===== config.mk =====
export PLATFORM = sky130hd
export DESIGN_NAME = fetch_stage
export DESIGN_NICKNAME = d
export VERILOG_FILES = /design/src/rtl/fetch_stage.sv
export SDC_FILE = /design/constraint.sdc
export NUM_CORES = 1
export LEC_CHECK = 0
export ABC_CLOCK_PERIOD_IN_PS = 3600
export BUFFER_PORTS_ARGS = -buffer_cell sky130_fd_sc_hd__buf_2
export CAP_MARGIN = 25
export CORE_ASPECT_RATIO = 0.75
export CORE_UTILIZATION = 52
export DETAILED_ROUTE_END_ITERATION = 10
export PLACE_DENSITY_LB_ADDON = 0.12
export RECOVER_POWER = 100
export SLEW_MARGIN = 25
export SYNTH_ARGS = -nofsm -noshare
export SYNTH_HDL_FRONTEND = slang
export SYNTH_SLANG_ARGS = --single-unit

===== constraint.sdc =====
create_clock -name clk -period 3.6 [get_ports clk]
set_clock_uncertainty 0.15 [all_clocks]
set_input_delay 0.72 -clock clk [delete_from_list [all_inputs] [get_ports clk]]
set_output_delay 0.72 -clock clk [all_outputs]
set_load 0.02 [all_outputs]

===== src/rtl/fetch_stage.sv =====
// -----------------------------------------------------------------------------
// fetch_stage
//
// Instruction fetch stage feeding decode. Owns the program counter, fetches
// 16-bit words from a variable-latency instruction memory (req/rdy), and hands
// one instruction at a time to decode (valid/ready). Handles control-flow
// redirects, the HALT opcode (instr[15:11] == 5'b00000) and odd redirect
// targets, which park the stage in a sticky error state.
//
// Ports
//   clk          system clock, rising edge
//   rst          asynchronous active-high reset
//   imem_req     memory request (held with imem_addr until imem_rdy)
//   imem_addr    fetch address (current PC)
//   imem_rdy     memory completes the request this cycle
//   imem_data    fetched word, valid with imem_rdy
//   instr        instruction presented to decode
//   instr_pc     address of instr
//   pc_plus2     instr_pc + 2 (wraps at 16 bits)
//   instr_valid  instr / instr_pc / pc_plus2 are valid
//   instr_ready  decode accepts when instr_valid & instr_ready
//   redirect     one-cycle redirect request
//   redirect_pc  redirect target
//   halted       sticky, HALT was delivered and fetching stopped
//   err          sticky, a misaligned target was seen
// -----------------------------------------------------------------------------
module fetch_stage #(
  parameter logic [15:0] RESET_PC = 16'h0000
) (
  input  logic        clk,
  input  logic        rst,
  output logic        imem_req,
  output logic [15:0] imem_addr,
  input  logic        imem_rdy,
  input  logic [15:0] imem_data,
  output logic [15:0] instr,
  output logic [15:0] instr_pc,
  output logic [15:0] pc_plus2,
  output logic        instr_valid,
  input  logic        instr_ready,
  input  logic        redirect,
  input  logic [15:0] redirect_pc,
  output logic        halted,
  output logic        err
);

  localparam logic [15:0] NOP_WORD = 16'h0800;

  typedef enum logic [2:0] {
    FETCH,   // request outstanding for pc
    HOLD,    // instruction presented, waiting for decode
    DRAIN,   // request outstanding whose data will be thrown away
    HALTED,  // terminal after HALT
    ERR      // terminal after misaligned target
  } state_t;

  state_t      state, state_nxt;
  logic [15:0] pc, pc_nxt;
  logic [15:0] pend_pc, pend_pc_nxt;
  logic [15:0] instr_nxt, instr_pc_nxt, pc_plus2_nxt;
  logic        instr_valid_nxt, halted_nxt, err_nxt;

  // A redirect resolves through one shared path whichever state it lands in.
  logic        jump;
  logic [15:0] jump_pc;

  assign imem_req  = ~rst & ((state == FETCH) | (state == DRAIN));
  assign imem_addr = pc;

  always_comb begin
    // NOTE: every signal gets its hold value first so no path leaves it
    // unassigned; otherwise the combinational block would infer latches.
    state_nxt       = state;
    pc_nxt          = pc;
    pend_pc_nxt     = pend_pc;
    instr_nxt       = instr;
    instr_pc_nxt    = instr_pc;
    pc_plus2_nxt    = pc_plus2;
    instr_valid_nxt = instr_valid;
    halted_nxt      = halted;
    err_nxt         = err;
    jump            = 1'b0;
    jump_pc         = redirect_pc;

    unique case (state)
      FETCH: begin
        if (imem_rdy) begin
          if (redirect) begin
            // Returned word belongs to the abandoned path.
            jump = 1'b1;
          end else begin
            instr_nxt       = imem_data;
            instr_pc_nxt    = pc;
            pc_plus2_nxt    = pc + 16'd2;
            pc_nxt          = pc + 16'd2;
            instr_valid_nxt = 1'b1;
            state_nxt       = HOLD;
          end
        end else if (redirect) begin
          // The request cannot be withdrawn, so remember where to go once
          // memory finishes it.
          pend_pc_nxt = redirect_pc;
          state_nxt   = DRAIN;
        end
      end

      DRAIN: begin
        if (redirect) begin
          pend_pc_nxt = redirect_pc;
        end
        if (imem_rdy) begin
          jump    = 1'b1;
          jump_pc = redirect ? redirect_pc : pend_pc;
        end
      end

      HOLD: begin
        if (redirect) begin
          // Redirect beats acceptance, including acceptance of a HALT.
          instr_valid_nxt = 1'b0;
          jump            = 1'b1;
        end else if (instr_ready) begin
          instr_valid_nxt = 1'b0;
          if (instr[15:11] == 5'b00000) begin
            halted_nxt = 1'b1;
            state_nxt  = HALTED;
          end else begin
            state_nxt = FETCH;
          end
        end
      end

      HALTED, ERR: begin
        state_nxt = state;
      end

      default: begin
        state_nxt = ERR;
        err_nxt   = 1'b1;
      end
    endcase

    if (jump) begin
      if (jump_pc[0]) begin
        state_nxt = ERR;
        err_nxt   = 1'b1;
      end else begin
        pc_nxt    = jump_pc;
        state_nxt = FETCH;
      end
    end
  end

  always_ff @(posedge clk or posedge rst) begin
    if (rst) begin
      state       <= FETCH;
      pc          <= RESET_PC;
      pend_pc     <= RESET_PC;
      instr       <= NOP_WORD;
      instr_pc    <= RESET_PC;
      pc_plus2    <= RESET_PC + 16'd2;
      instr_valid <= 1'b0;
      halted      <= 1'b0;
      err         <= 1'b0;
    end else begin
      // NOTE: non-blocking assignments so every register samples the values
      // from before this edge, independent of statement order.
      state       <= state_nxt;
      pc          <= pc_nxt;
      pend_pc     <= pend_pc_nxt;
      instr       <= instr_nxt;
      instr_pc    <= instr_pc_nxt;
      pc_plus2    <= pc_plus2_nxt;
      instr_valid <= instr_valid_nxt;
      halted      <= halted_nxt;
      err         <= err_nxt;
    end
  end

endmodule


# Word-level counts from Yosys, hierarchy flattened

Cells that the tools add are included.

Output and inout bits: 68
Word-level logic and storage cells: 69
Bits in registers: 86
Bits of input ports: 37

Eq/ne operators: 13
$add $sub $neg: 1
Reduce and logical (&&, ||, !) cells: 11
Multiplexer cells: 31
Bitwise gates (word level): 4

Operators with widths:

| operator                                              | count |
|---|---|
| two-way mux 16 bit                                    | 9 |
| one-hot mux 16 bit (2 select lines)                   | 1 |
| two-way mux 3 bit                                     | 7 |
| adder 16 x 2 -> 16 bit, second input constant         | 1 |
| two-way mux 1 bit                                     | 10 |
| inequality test 3 bit, second input constant          | 3 |
| one-hot mux 3 bit (3 select lines)                    | 1 |
| inequality test 4 bit, second input constant          | 2 |
| AND reduction 4 bit                                   | 2 |
| equality test 3 x 2 -> 1 bit, second input constant   | 2 |
| inequality test 2 bit, second input constant          | 3 |
| logical NOT 5 bit                                     | 1 |
| AND reduction 5 bit                                   | 1 |
| OR reduction 5 bit                                    | 1 |
| nonzero test 2 bit                                    | 2 |
| equality test 3 x 1 -> 1 bit, second input constant   | 1 |
| equality test 3 bit, second input constant            | 1 |
| logical NOT 3 bit                                     | 1 |
| one-hot mux 1 bit (3 select lines)                    | 1 |
| AND reduction 3 bit                                   | 1 |
| OR reduction 3 bit                                    | 1 |
| two-way mux 2 bit                                     | 1 |
| inequality test 2 x 1 -> 1 bit, second input constant | 1 |
| inverter 1 bit                                        | 2 |
| other kinds (4)                                       | 4 |

# Depth between registers and ports, before layout

Depth in word-level cells: 6
Mapped depth: 8
Mapped depth without buffers: 6

# Worst setup path before layout

OpenSTA, ideal clock, no wires.

Path kind: input to register
Start: input redirect
End: register state[2]
Buffers on the path: 2
Required time: 3.332 ns
Arrival: 2.182 ns
Path slack: 1.150 ns
Cell stages on the path: 7
Cell sequence: or3b_1 -> or3_1 -> buf_6 -> mux2i_4 -> nand2_4 -> buf_6 -> a21o_1

Longest elaborated chain between the ends: 5
Elaborated cells on any way between the ends: 14
Those cells by class: eq/ne (5); mux (8); reduce/logical (1)

RTL lines:

| element                                                                          | line    | RTL |
|---|---|---|
| start: declaration                                                               | 41      | `input logic redirect,` |
| two-way mux 1 bit / two-way mux 16 bit (equally long branches)                   | --      |  |
| two-way mux 1 bit / two-way mux 16 bit (equally long branches)                   | 87, 111 |  |
| one-hot mux 1 bit (3 select lines) / two-way mux 16 bit (equally long branches)  | 85      | `unique case (state)` |
| inequality test 4 bit (no source line) (tied with other cells)                   | --      |  |
| AND reduction 5 bit (no source line) / two-way mux 3 bit (equally long branches) | --      |  |
| end signal: assignment                                                           | 168     | `state <= state_nxt;` |
| end: declaration                                                                 | 57      | `state_t state, state_nxt;` |

Parallel ways exist; a longest one is shown, timed or not.
A chain may end at the register's enable or synchronous reset.

# Final worst setup path

Start: register state[2]
End: register pc[15], in the netlist imem_addr[15]

Longest elaborated chain between the ends: 4
Elaborated cells on any way between the ends: 8
Those cells by class: eq/ne (2); mux (5); reduce/logical (1)

RTL lines:

| element                                                                  | line | RTL |
|---|---|---|
| equality test 3 x 2 -> 1 bit / logical NOT 3 bit (equally long branches) | 85   |  |
| two-way mux 16 bit                                                       | 85   |  |
| two-way mux 16 bit                                                       | 144  | `if (jump_pc[0]) begin` |
| two-way mux 16 bit (*)                                                   | 143  | `if (jump) begin` |
| net pc_nxt[15]                                                           | 58   | `logic [15:0] pc, pc_nxt;` |
| end signal: assignment                                                   | 169  | `pc <= pc_nxt;` |
| end: declaration                                                         | 58   |  |

Mark *: on every way through the listed nets, which the timed path passes. The rest lies on a longest branch.

==> summary.md <==
| Metric | Value |
|---|---|
| Post-route ant nets | `0` |
| Multiplexer fraction of the synthesized cell area | `12.7%` |
| Hold buffer count at CTS | `0` |
| Clock network power share | `18.0%` |
| Post-synth design cell area | `3890 um2` |
| Total via count in the routed design | `2943` |
| Global-route usage over all layers | `23.1%` |
| Grt total ovfl | `0` |
| Outcome | `finished, violations left` |
| Cell internal pwr | `2220 uW` |
| Post-CTS Setup Bufs | `0` |
| Minimum clock period | `2.92 ns` |
| Remaining design rule violation count | `0` |
| Share of power burned in combinational logic | `36.7%` |
| Max H-tree Level | `3` |
| Classification of the worst-slack hold path | `reg -> reg` |
| Worst-margin pin slew | `2.09 ns` |
| Final clock period utilization by the worst path | `81.2%` |
| Largest net degree at the start of global routing | `50` |
| Power per standard cell area | `844 nW/um2` |
| Clk_lat worst skew | `0.35 ns` |
| Worst Hold Slack | `0.322 ns` |
| Unique cell type count in the Yosys netlist | `45` |
| Max frequency | `342 MHz` |
| Root buf cell | `sky130_fd_sc_hd__clkbuf_8` |
| Worst Hold Path Cells | `2` |
| DR vias/cell | `5.00` |
| Path depth of the worst reg2reg path | `6` |
| Launch instance of the worst register-to-register path | `state[2]` |
| Endpoint type of the worst setup path | `register` |
| Slowest stage cell on the critical path | `sky130_fd_sc_hd__dfrtp_1` |
| Filler instances | `614` |
| Post-synthesis sequential area ratio | `53.4%` |
| Hold violation count in the final report | `0` |
| Die outline width | `102 um` |
| Post-Syn Instances | `392` |
| Ratio of cells with drive above 1 in the final layout | `15.7%` |
| Synth Area in Compound Gates | `4.95%` |
| Syn avg cell area | `9.94 um2` |
| Simple-gate share of the synthesized area | `19.0%` |
| Deepest clock path buffer count | `2` |
| Final Setup Violations | `0` |
| Number of buffers inserted during clock tree synthesis | `9` |
| Largest stage delay on the critical path | `0.52 ns` |
| Critical Setup Path Class | `reg -> reg` |
| Resized Gates After CTS | `0` |
| Detailed-route wire length per cell | `14.6 um` |
| Kind of start point of the critical path | `register` |
| DP Wirelength | `6.03 mm` |
| Number of synthesized flops with an enable pin | `0` |
| Critical path data arrival time | `3.03 ns` |
| Area added between synthesis and finish | `17.4%` |
| Clock net sink count | `83` |
| Synth warnings | `0` |
| Layout Utilization | `65.1%` |
| NetSw | `1640 uW` |
| Launch instance of the worst min-delay path | `instr[11]` |
| Leakage power of the design | `0.00225 uW` |
| Total negative setup slack | `0 ns` |
| Hold Crit Endpoint | `instr[11]` |
| Wire length of the first global-routing pass | `13.9 mm` |
| Crit-path leading delay family | `simple AND/OR/NAND/NOR gates` |
| Die height | `77.0 um` |
| Launch point of the critical path | `state[2]` |
| Std-Cell Core Area | `7030 um2` |
| Synth Flop Type | `sky130_fd_sc_hd__dfrtp_1` |
| Number of buffers inserted by port buffering | `101` |
| TritonCTS clock tree | `yes` |
| CP Max Fanout | `18` |
| Synth async-reset ratio | `100%` |
| Cell chain of the critical path | `or3b_1 > or3_1 > clkbuf_1 > mux2i_4 > nand2_4 > mux2i_1` |
| Xor and xnor fraction of the mapped netlist area | `6.07%` |
| Violated checks | `capacitance limit, slew limit` |
| Data required time of the worst path | `3.71 ns` |
| Die area | `7840 um2` |
| Switching fraction of total power | `42.6%` |
| Router iterations before antenna repair | `4` |
| Final antenna diode count | `0` |
| Worst slew margin | `-39.9%` |
| R2R Path End | `imem_addr[15]` |
| Number of max-cap violations | `1` |
| Nets@finish | `524` |
| Number of standard-cell rows in the floorplan | `26` |
| Critical path buffers and inverters | `1` |
| Setup slack of the most critical reg-to-reg path | `0.68 ns` |
| Starting DRT DRC Count | `120` |
| Number of antenna violations at the first check in global routing | `0` |
| Final WL | `8.61 mm` |
| Dominant combinational cell family by area after synthesis | `simple AND/OR/NAND/NOR gates` |
| Unrepaired setup endpoints after global routing | `no` |
| IR Drop Worst-Case VDD | `364 uV` |
| Number of global-route vias before repair | `2782` |
| Flip-flop and latch count after synthesis | `83` |
| Adder and majority cell fraction of the synthesized area | `0.321%` |
| Final slew viol count | `50` |
| Clock transition at the register clock pins on the worst setup and hold paths after CTS | `0.08 ns` |
| Starting density of the core | `55.4%` |
| Portion of total power attributed to sequential cells | `45.3%` |
| GP Congestion | `0.862` |
| Number of placed I/O pins | `105` |
[registers in the layout (all words and copies together) (netlist names)]
register,cells
halted,1
instr,16
pend_pc,16
imem_addr,15
state,3
err,1
instr_valid,1
instr_pc,15
pc_plus2,15
[metal layers]
layer,track usage (%),vias to the layer above,share of wire (%)
met3,6.02,8,7.3
met4,6.43,0,0.86
li1,-,1481,-
met2,32.7,101,41
met1,34.8,1353,50
met5,0,-,0
[cells in the mapped netlist (all sizes together), types with 2 or more instances]
cell type	number	area, um2
a21oi	4	20.0
a22oi	2	15.0
buf	7	53.8
clkbuf	18	67.6
dfrtp	81	2030
dfstp	2	52.6
inv	3	11.3
mux2	18	203
mux2i	28	293
nand2	126	480
nand2b	2	12.5
nand3	4	20.0
nand4	3	18.8
nor2	15	56.3
nor3	10	55.1
nor4	3	18.8
o21a	2	15.0
o21ai	15	75.1
o31ai	2	15.0
or2	2	12.5
or3	3	18.8
xnor2	22	193
xor2	5	43.8
[cells in the final DEF, fill, tap and decap left out, types with 2 or more instances in the layout]
cell type                  netlist  layout
sky130_fd_sc_hd__buf_2           1      35
sky130_fd_sc_hd__or2_1           2       2
sky130_fd_sc_hd__nor4_1          3       3
sky130_fd_sc_hd__dfrtp_1        81      81
sky130_fd_sc_hd__o31ai_1         2       2
sky130_fd_sc_hd__or3_1           3       3
sky130_fd_sc_hd__mux2_2         18      18
sky130_fd_sc_hd__clkbuf_1       18      69
sky130_fd_sc_hd__clkinv_4        0       3
sky130_fd_sc_hd__nand2_1       125     125
sky130_fd_sc_hd__a22oi_1         2       2
sky130_fd_sc_hd__dfstp_2         2       2
sky130_fd_sc_hd__nand3_1         4       4
sky130_fd_sc_hd__nor2_1         15      15
sky130_fd_sc_hd__xor2_1          5       5
sky130_fd_sc_hd__nor3_1          9       9
sky130_fd_sc_hd__clkbuf_8        0      11
sky130_fd_sc_hd__conb_1          1       3
sky130_fd_sc_hd__mux2i_1        27      27
sky130_fd_sc_hd__inv_1           3       2
sky130_fd_sc_hd__o21ai_0         7      14
sky130_fd_sc_hd__nand4_1         3       3
sky130_fd_sc_hd__o21a_1          2       2
sky130_fd_sc_hd__a21oi_1         4       4
sky130_fd_sc_hd__xnor2_1        22      22
sky130_fd_sc_hd__nand2b_1        2       2
[worst max path at each step]
stage,slack (ns),endpoint,cells after the start
floorplan,0.60,err,1
global placement,0.88,state[2],7
detailed placement,0.82,imem_addr[15],7
CTS,1.09,imem_addr[15],6
global route,0.46,pc_plus2[11],5
finish,0.68,imem_addr[15],6
[kinds of logic after synthesis]
family          count (synthesis)
other cells                     1
flops                          83
xor+xnor                       27
fa+ha+maj                       1
simple gates                  174
mux                            46
compound gates                 31
buf+inv                        29
[layout make-up]
type | instances | area (um2) | share of cell area (%)
multi-input cells | 282 | 1680 | 36.8
flip-flops and latches | 83 | 2080 | 45.5
well taps | 98 | 123 | 2.68
clock inverters | 5 | 61.3 | 1.34
repair buffers | 106 | 459 | 10.0
inverters | 4 | 16.3 | 0.356
clock buffers | 11 | 151 | 3.31
[through the flow]
stage / std cells / area (um2) / power (uW) / worst slack (ns)
2_1_floorplan: 394 / 3900 / 2710 / 0.597
3_3_place_gp: 573 / 4470 / 3220 / 0.879
3_5_place_dp: 573 / 4470 / 3270 / 0.822
4_1_cts: 589 / 4680 / 3960 / 1.09
5_1_grt: 589 / 4570 / 4120 / 0.456
6_report: 589 / 4570 / 3860 / 0.676
[power by group through the flow]
| stage | clock (uW) | combinational [uW] | sequential, uW |
|---|---|---|---|
| floorplan | 0 | 682 | 2030 |
| global placement | 0 | 1490 | 1730 |
| detailed placement | 0 | 1510 | 1760 |
| CTS | 701 | 1520 | 1740 |
| global route | 745 | 1570 | 1810 |
| finish | 694 | 1420 | 1750 |
[tightest hold or removal path, delay by kind of cell (launching register included)]
family	cells	cell delay (ns)
simple gates	2	0.10
flops	1	0.38
No activity file was read; power rests on OpenSTA's default activity.
